--- config.mk ---
export PLATFORM = sky130hd
export DESIGN_NAME = loop_nest_counter_flat
export DESIGN_NICKNAME = d
export VERILOG_FILES = /design/src/rtl/loop_nest_counter_if.sv /design/src/rtl/loop_nest_counter.sv /design/src/flat_wrapper.sv
export SDC_FILE = /design/constraint.sdc
export NUM_CORES = 1
export LEC_CHECK = 0
export BUFFER_PORTS_ARGS = -buffer_cell sky130_fd_sc_hd__buf_4
export CORE_UTILIZATION = 30
export DETAILED_ROUTE_END_ITERATION = 12
export PLACE_DENSITY = 0.6
export SYNTH_ARGS = -nofsm -noshare
export SYNTH_HDL_FRONTEND = slang
export SYNTH_SLANG_ARGS = --single-unit
export TNS_END_PERCENT = 10
--- constraint.sdc ---
create_clock -name clk -period 3.75 [get_ports clk]
set_input_delay 0.5625 -clock clk [delete_from_list [all_inputs] [get_ports clk]]
set_output_delay 0.5625 -clock clk [all_outputs]
set_load 0.1 [all_outputs]
--- src/rtl/loop_nest_counter_if.sv ---
// loop_nest_counter_if: configuration, control and status bundle for loop_nest_counter
interface loop_nest_counter_if #(
    parameter int WIDTH  = 4,
    parameter int LEVELS = 3
);
    logic                      cfg_load;
    logic [LEVELS*WIDTH-1:0]   cfg_max;
    logic [LEVELS*WIDTH-1:0]   cfg_step;
    logic                      cfg_repeat;
    logic                      start;
    logic                      en;
    logic                      clear;
    logic [LEVELS*WIDTH-1:0]   count;
    logic [LEVELS-1:0]         wrap;
    logic                      last;
    logic                      busy;
    logic                      done;
    modport master (
        output cfg_load, cfg_max, cfg_step, cfg_repeat, start, en, clear,
        input  count, wrap, last, busy, done
    );
    modport slave (
        input  cfg_load, cfg_max, cfg_step, cfg_repeat, start, en, clear,
        output count, wrap, last, busy, done
    );
endinterface

--- src/rtl/loop_nest_counter.sv ---
// loop_nest_counter: configurable nested loop counter with per-level wrap pulses
module loop_nest_counter #(
    parameter int WIDTH  = 4,
    parameter int LEVELS = 3
) (
    input logic                clk,
    input logic                rst,
    loop_nest_counter_if.slave s
);
    typedef enum logic {IDLE, RUN} state_t;
    state_t                         state_q, state_d;
    logic [LEVELS-1:0][WIDTH-1:0]   cnt_q, cnt_d, max_q, max_d, step_q, step_d, stp;
    logic [LEVELS-1:0]              wrap_q, wrap_d, fin;
    logic                           done_q, done_d, rep_q, rep_d, carry;
    always_comb begin
        stp     = '0;
        fin     = '0;
        cnt_d   = cnt_q;
        wrap_d  = '0;
        state_d = state_q;
        max_d   = max_q;
        step_d  = step_q;
        rep_d   = rep_q;
        carry   = (state_q == RUN) && s.en;
        // sums are widened by one bit so a large step never overflows into a false "not final"
        for (int i = 0; i < LEVELS; i++) begin
            stp[i]    = (step_q[i] == '0) ? WIDTH'(1) : step_q[i];
            fin[i]    = ({1'b0, cnt_q[i]} + {1'b0, stp[i]}) > {1'b0, max_q[i]};
            wrap_d[i] = carry && fin[i];
            if (carry)
                cnt_d[i] = fin[i] ? '0 : cnt_q[i] + stp[i];
            carry = carry && fin[i];
        end
        done_d = carry;
        if (carry && !rep_q)
            state_d = IDLE;
        if (state_q == IDLE) begin
            if (s.cfg_load) begin
                max_d  = s.cfg_max;
                step_d = s.cfg_step;
                rep_d  = s.cfg_repeat;
            end
            if (s.start) begin
                state_d = RUN;
                cnt_d   = '0;
            end
        end
        if (s.clear) begin
            state_d = IDLE;
            cnt_d   = '0;
            wrap_d  = '0;
            done_d  = 1'b0;
        end
    end
    always_ff @(posedge clk) begin
        if (rst) begin
            state_q <= IDLE;
            cnt_q   <= '0;
            wrap_q  <= '0;
            done_q  <= 1'b0;
            max_q   <= '0;
            step_q  <= {LEVELS{WIDTH'(1)}};
            rep_q   <= 1'b0;
        end else begin
            state_q <= state_d;
            cnt_q   <= cnt_d;
            wrap_q  <= wrap_d;
            done_q  <= done_d;
            max_q   <= max_d;
            step_q  <= step_d;
            rep_q   <= rep_d;
        end
    end
    assign s.count = cnt_q;
    assign s.wrap  = wrap_q;
    assign s.done  = done_q;
    assign s.busy  = (state_q == RUN);
    assign s.last  = (state_q == RUN) && (&fin);
endmodule

--- src/flat_wrapper.sv ---
// flat-port wrapper written by rule: the top's interface ports become plain ports
module loop_nest_counter_flat 
#(
    parameter int WIDTH  = 4,
    parameter int LEVELS = 3
)
  (clk, rst, s_cfg_load, s_cfg_max, s_cfg_step, s_cfg_repeat, s_start, s_en, s_clear, s_count, s_wrap, s_last, s_busy, s_done);
  loop_nest_counter_if #(.WIDTH(WIDTH), .LEVELS(LEVELS)) s_i ();
  input logic clk;
  input logic rst;
  input wire logic [$bits(s_i.cfg_load)-1:0] s_cfg_load;
  input wire logic [$bits(s_i.cfg_max)-1:0] s_cfg_max;
  input wire logic [$bits(s_i.cfg_step)-1:0] s_cfg_step;
  input wire logic [$bits(s_i.cfg_repeat)-1:0] s_cfg_repeat;
  input wire logic [$bits(s_i.start)-1:0] s_start;
  input wire logic [$bits(s_i.en)-1:0] s_en;
  input wire logic [$bits(s_i.clear)-1:0] s_clear;
  output wire logic [$bits(s_i.count)-1:0] s_count;
  output wire logic [$bits(s_i.wrap)-1:0] s_wrap;
  output wire logic [$bits(s_i.last)-1:0] s_last;
  output wire logic [$bits(s_i.busy)-1:0] s_busy;
  output wire logic [$bits(s_i.done)-1:0] s_done;
  assign s_i.cfg_load = s_cfg_load;
  assign s_i.cfg_max = s_cfg_max;
  assign s_i.cfg_step = s_cfg_step;
  assign s_i.cfg_repeat = s_cfg_repeat;
  assign s_i.start = s_start;
  assign s_i.en = s_en;
  assign s_i.clear = s_clear;
  assign s_count = s_i.count;
  assign s_wrap = s_i.wrap;
  assign s_last = s_i.last;
  assign s_busy = s_i.busy;
  assign s_done = s_i.done;
  loop_nest_counter #(.WIDTH(WIDTH), .LEVELS(LEVELS)) u_core (.clk(clk), .rst(rst), .s(s_i));
endmodule
* Yosys cells after proc, flatten, opt, wreduce, memory -nomap -nowiden
Cells that the tools add are included.
** Word-level totals
- Register bits :: 42
- Output and inout port bits :: 18
- Logic and storage cells :: 50
** Cells by class
- Add/subtract/negate cells :: 6
- Magnitude comparators :: 3
- Mux-type cells :: 14
- Bitwise gates (word level) :: 1
- Reductions and logical operators :: 13
** Operators by type and width (count)
- 4-bit two-way mux :: 9
- 12-bit two-way mux :: 2
- 4-bit by 4-bit adder with 5-bit output :: 3
- 5-bit by 4-bit > comparator with 1-bit output :: 3
- 4-bit adder :: 3
- 4-bit logical NOT :: 3
- 1-bit logical AND :: 6
- 1-bit two-way mux :: 3
- 3-bit AND reduction :: 1
- 2-bit AND reduction :: 1
- 2-bit OR reduction :: 1
- 1-bit logical NOT :: 1
- 1-bit inverter :: 1

* Logic depth before layout (Yosys ltp)
- Depth after elaboration :: 11
- Mapped depth :: 12
- Depth with buffers taken out :: 12

* Worst setup path before layout
Ideal clock, no wire load.
- Path type :: flip-flop to output port
- Start :: register u_core.cnt_q (netlist bit u_core.s.count[1])
- End :: output s_last
- Data arrival time :: 3.484 ns
- Data required time :: 3.188 ns
- Slack :: -0.296 ns
- Cell stages (with the launch flop) :: 10
- Path buffers :: 0
- Cell sequence :: dfxtp_1 -> ha_1 -> a21o_1 -> a21oi_1 -> xnor2_1 -> ha_1 -> and3_1 -> a221oi_1 -> o211ai_1 -> and4_1
** On the way
- Longest elaborated chain between the ends :: 4
** RTL lines
- start, declared :: RTL line loop_nest_counter.sv:12 : logic [LEVELS-1:0][WIDTH-1:0] cnt_q, cnt_d, max_q, max_d, step_q, step_d, stp;
- start signal, assigned :: RTL line loop_nest_counter.sv:66 : cnt_q <= cnt_d;
- 4-bit by 4-bit adder with 5-bit output :: RTL line loop_nest_counter.sv:28 : fin[i] = ({1'b0, cnt_q[i]} + {1'b0, stp[i]}) > {1'b0, max_q[i]};
- 5-bit by 4-bit > comparator with 1-bit output :: RTL line loop_nest_counter.sv:28
- 3-bit AND reduction :: RTL line loop_nest_counter.sv:78 : assign s.last = (state_q == RUN) && (&fin);
- 1-bit logical AND :: RTL line loop_nest_counter.sv:78
- end, declared :: RTL line flat_wrapper.sv:20 : output wire logic [$bits(s_i.last)-1:0] s_last;
Every way passes these cells.

* Worst setup path after layout
- Start :: register u_core.step_q[1] (netlist bit)
- End :: output s_last
** On the way
- Longest elaborated chain between the ends :: 6
** RTL lines
- start, declared :: RTL line loop_nest_counter.sv:12
- start signal, assigned :: RTL line loop_nest_counter.sv:62 : step_q <= {LEVELS{WIDTH'(1)}};
- start signal, assigned :: RTL line loop_nest_counter.sv:70 : step_q <= step_d;
- 4-bit logical NOT :: RTL line loop_nest_counter.sv:27 : stp[i] = (step_q[i] == '0) ? WIDTH'(1) : step_q[i];
- 4-bit two-way mux (*) :: RTL line loop_nest_counter.sv:27
- 4-bit by 4-bit adder with 5-bit output (*) :: RTL line loop_nest_counter.sv:28
- 5-bit by 4-bit > comparator with 1-bit output (*) :: RTL line loop_nest_counter.sv:28
- 3-bit AND reduction (*) :: RTL line loop_nest_counter.sv:78
- 1-bit logical AND (*) :: RTL line loop_nest_counter.sv:78
Every way passes the cells marked *; elsewhere a longest branch is shown, timed or not.

==> flow_summary.ini <==
[drt]
drt_pass1_iterations = 4
drt_wl_total_microns = 5150
detail-route-antenna-nets = 0
drt_iter0_drc = 74
drc = 0
wire_per_inst_microns = 12.7
num_vias = 1898
vias_per_cell = 4.69

[setup_path]
path_max_fanout = 4
cp-start-kind = register
r2r-start = u_core.step_q[1]
worstPathArrival_ns = 3.11
critical_path.startpoint = u_core.step_q[1]
end_kind = primary output
path_class = reg2out
required_ns = 3.19

[sta]
setup-violations-final = 0
skew_ns = 0.00456
hold_violations = 0
slew_headroom = 0.305
post-route-min-period_ns = 3.67
fmax_mhz = 272
period_share = 0.979
worst_slew_pin_slew_ns = 1.04
finalMaxSlewViolations = 0
setup_slack_ns = 0.0798

[placement]
io_buffers = 48
gp_congestion = 0.801
place_hpwl_microns = 3840
place_area_sq_mm = 0.00267
place_ws_ns = 0.108

[floorplan]
core_sq_mm = 0.00725
dieWidth_microns = 88.6
rows = 31
die_h_microns = 88.6
initial_utilization = 0.311
die_area_sq_mm = 0.00786
io_pins = 49

[yosys]
synth_area_leaders = dfxtp_1 (36%), ha_1 (13%), nand2_1 (11%), a21oi_1 (7.1%), fa_1 (2.7%)
synth.most_common_cell = nand2_1
ys_async_sr_fraction = 0
syn_inst = 266
yosysSeqAreaShare = 0.364
ys_types = 39
synth_top_cells_by_count = nand2_1 (64), dfxtp_1 (41), a21oi_1 (32)
ys_warn_count = 0
ys_ff_latch = 41
synth_area_sq_mm = 0.00225
ys.flop_type = dfxtp_1
postSynthAreaPerCell_sq_um = 8.47
synth_edf_count = 0
synth_top_cell_area_share = 0.364
synth_nets = 324
synth_top_area_cell = dfxtp_1

[grt]
grt_pass1_vias = 1746
grt_start_max_net_pins = 28
grt_pass1_wl_microns = 8050
track_usage = 0.134
antenna_found_initial = 0
overflow = 0

[cells_and_area]
fin_area_sq_mm = 0.00282
diodes = 0
area_growth_pct = 25.3
fill_cells = 766
drive_above_1_share = 0.271
finalNetCount = 363

[clock_network]
cts-root-buf = clkbuf_8
h-tree-depth = 2
cts_buffer_depth = 2
holdBufCountCts = 0
cts_tree = built
cts_made_buffers = 5
clk_latency_ns = 0.28
clk_pin_slew_ns = 0.07
clkSinkCount = 41

[hold_path]
hp-start = u_core.max_q[6]
hold_path_class = reg2reg

[power]
leakagePower_nw = 1.29
peakVddDrop_mv = 0.141
pwr_density_cell_mw_per_mm2 = 327
p_total_mw = 0.922

[outcome]
status = completed

[run]
drv_cap = 0
[flip-flops by register name, indices dropped and copies added, names as in the netlist]
name            count
u_core.s.count     12
u_core.rep_q        1
u_core.step_q      12
u_core.max_q       12
u_core.s.done       1
u_core.s.busy       1
u_core.s.wrap       2
[worst paths after layout]
kind / cells past startpoint / endpoint / slack (ns)
max: 11 / s_last / 0.08
max reg2reg: 11 / u_core.s.count[10] / 0.63
min reg2reg: 2 / u_core.max_q[6] / 0.46
min: 2 / u_core.max_q[6] / 0.46
[area by class of cell]
type                            count  area (sq um)  share of cell area
Clock buffer                        8          80.1              0.0284
Multi-Input combinational cell    191          1330               0.473
Timing Repair Buffer               50           388               0.137
Inverter                           16          60.1              0.0213
Tap cell                           99           124              0.0439
Sequential cell                    41           837               0.297
[cells in the final DEF (no fill, tap or decap), drive strengths merged, types with 4 or more instances in the layout]
cell type / Yosys / final
nand2: 64 / 64
buf: 3 / 50
dfxtp: 41 / 41
a21oi: 33 / 33
ha: 24 / 24
inv: 16 / 16
clkbuf: 15 / 8
a21o: 7 / 7
a22o: 4 / 4
nand4: 4 / 4
mux2i: 4 / 4
o21ai: 4 / 4
[critical path: stages (launching register included)]
cell and delay [ns]:
dfxtp_4 0.37, nor3_1 0.05, or2_2 0.27, ha_2 0.20, fa_2 0.39, xor2_2 0.16
ha_1 0.32, and3_4 0.20, a221oi_2 0.06, o211ai_1 0.32, and4_4 0.31, buf_12 0.17
[per-layer routing]
metal,global-route usage,up-vias,wire [microns]
met5,0,-,0
met3,0.0308,6,178
met1,0.165,872,2410
met4,0.0381,0,62
li1,-,983,-
met2,0.232,37,2490
[metrics by stage]
stage / std cells / utilization / hold WS [ns] / TNS, ns
after floorplan: 266 / - / 0.430 / 0
after global placement: 395 / 0.368 / 0.445 / 0
after detailed placement: 395 / 0.368 / 0.447 / 0
after CTS: 403 / 0.381 / 0.458 / 0
after global routing: 405 / 0.389 / 0.483 / -0.0192
final: 405 / 0.389 / 0.456 / 0
[logic make-up after synthesis]
family / share of synthesized area
AO/OA/AOI/OAI: 0.181
AND/OR/NAND/NOR: 0.193
adder cells (fa/ha/maj): 0.160
flip-flops: 0.364
XOR/XNOR: 0.0233
buffers and inverters: 0.0606
multiplexers: 0.0178
[what timing repair did]
item	CTS	global route
gates cloned	0	0
gates resized for setup	6	17
endpoints found under the setup margin	1	1
buffers inserted	0	2
hold endpoints to repair	0	0
pin swaps	1	4
[power by group]
group	leakage (nW)	switching [mW]	internal, mW	total [mW]
sequential	0.339	0.0129	0.453	0.466
combinational	0.914	0.100	0.0807	0.181
clock	0.0395	0.143	0.132	0.275
total	1.29	0.256	0.666	0.922
No activity file was read; power rests on OpenSTA's default activity.
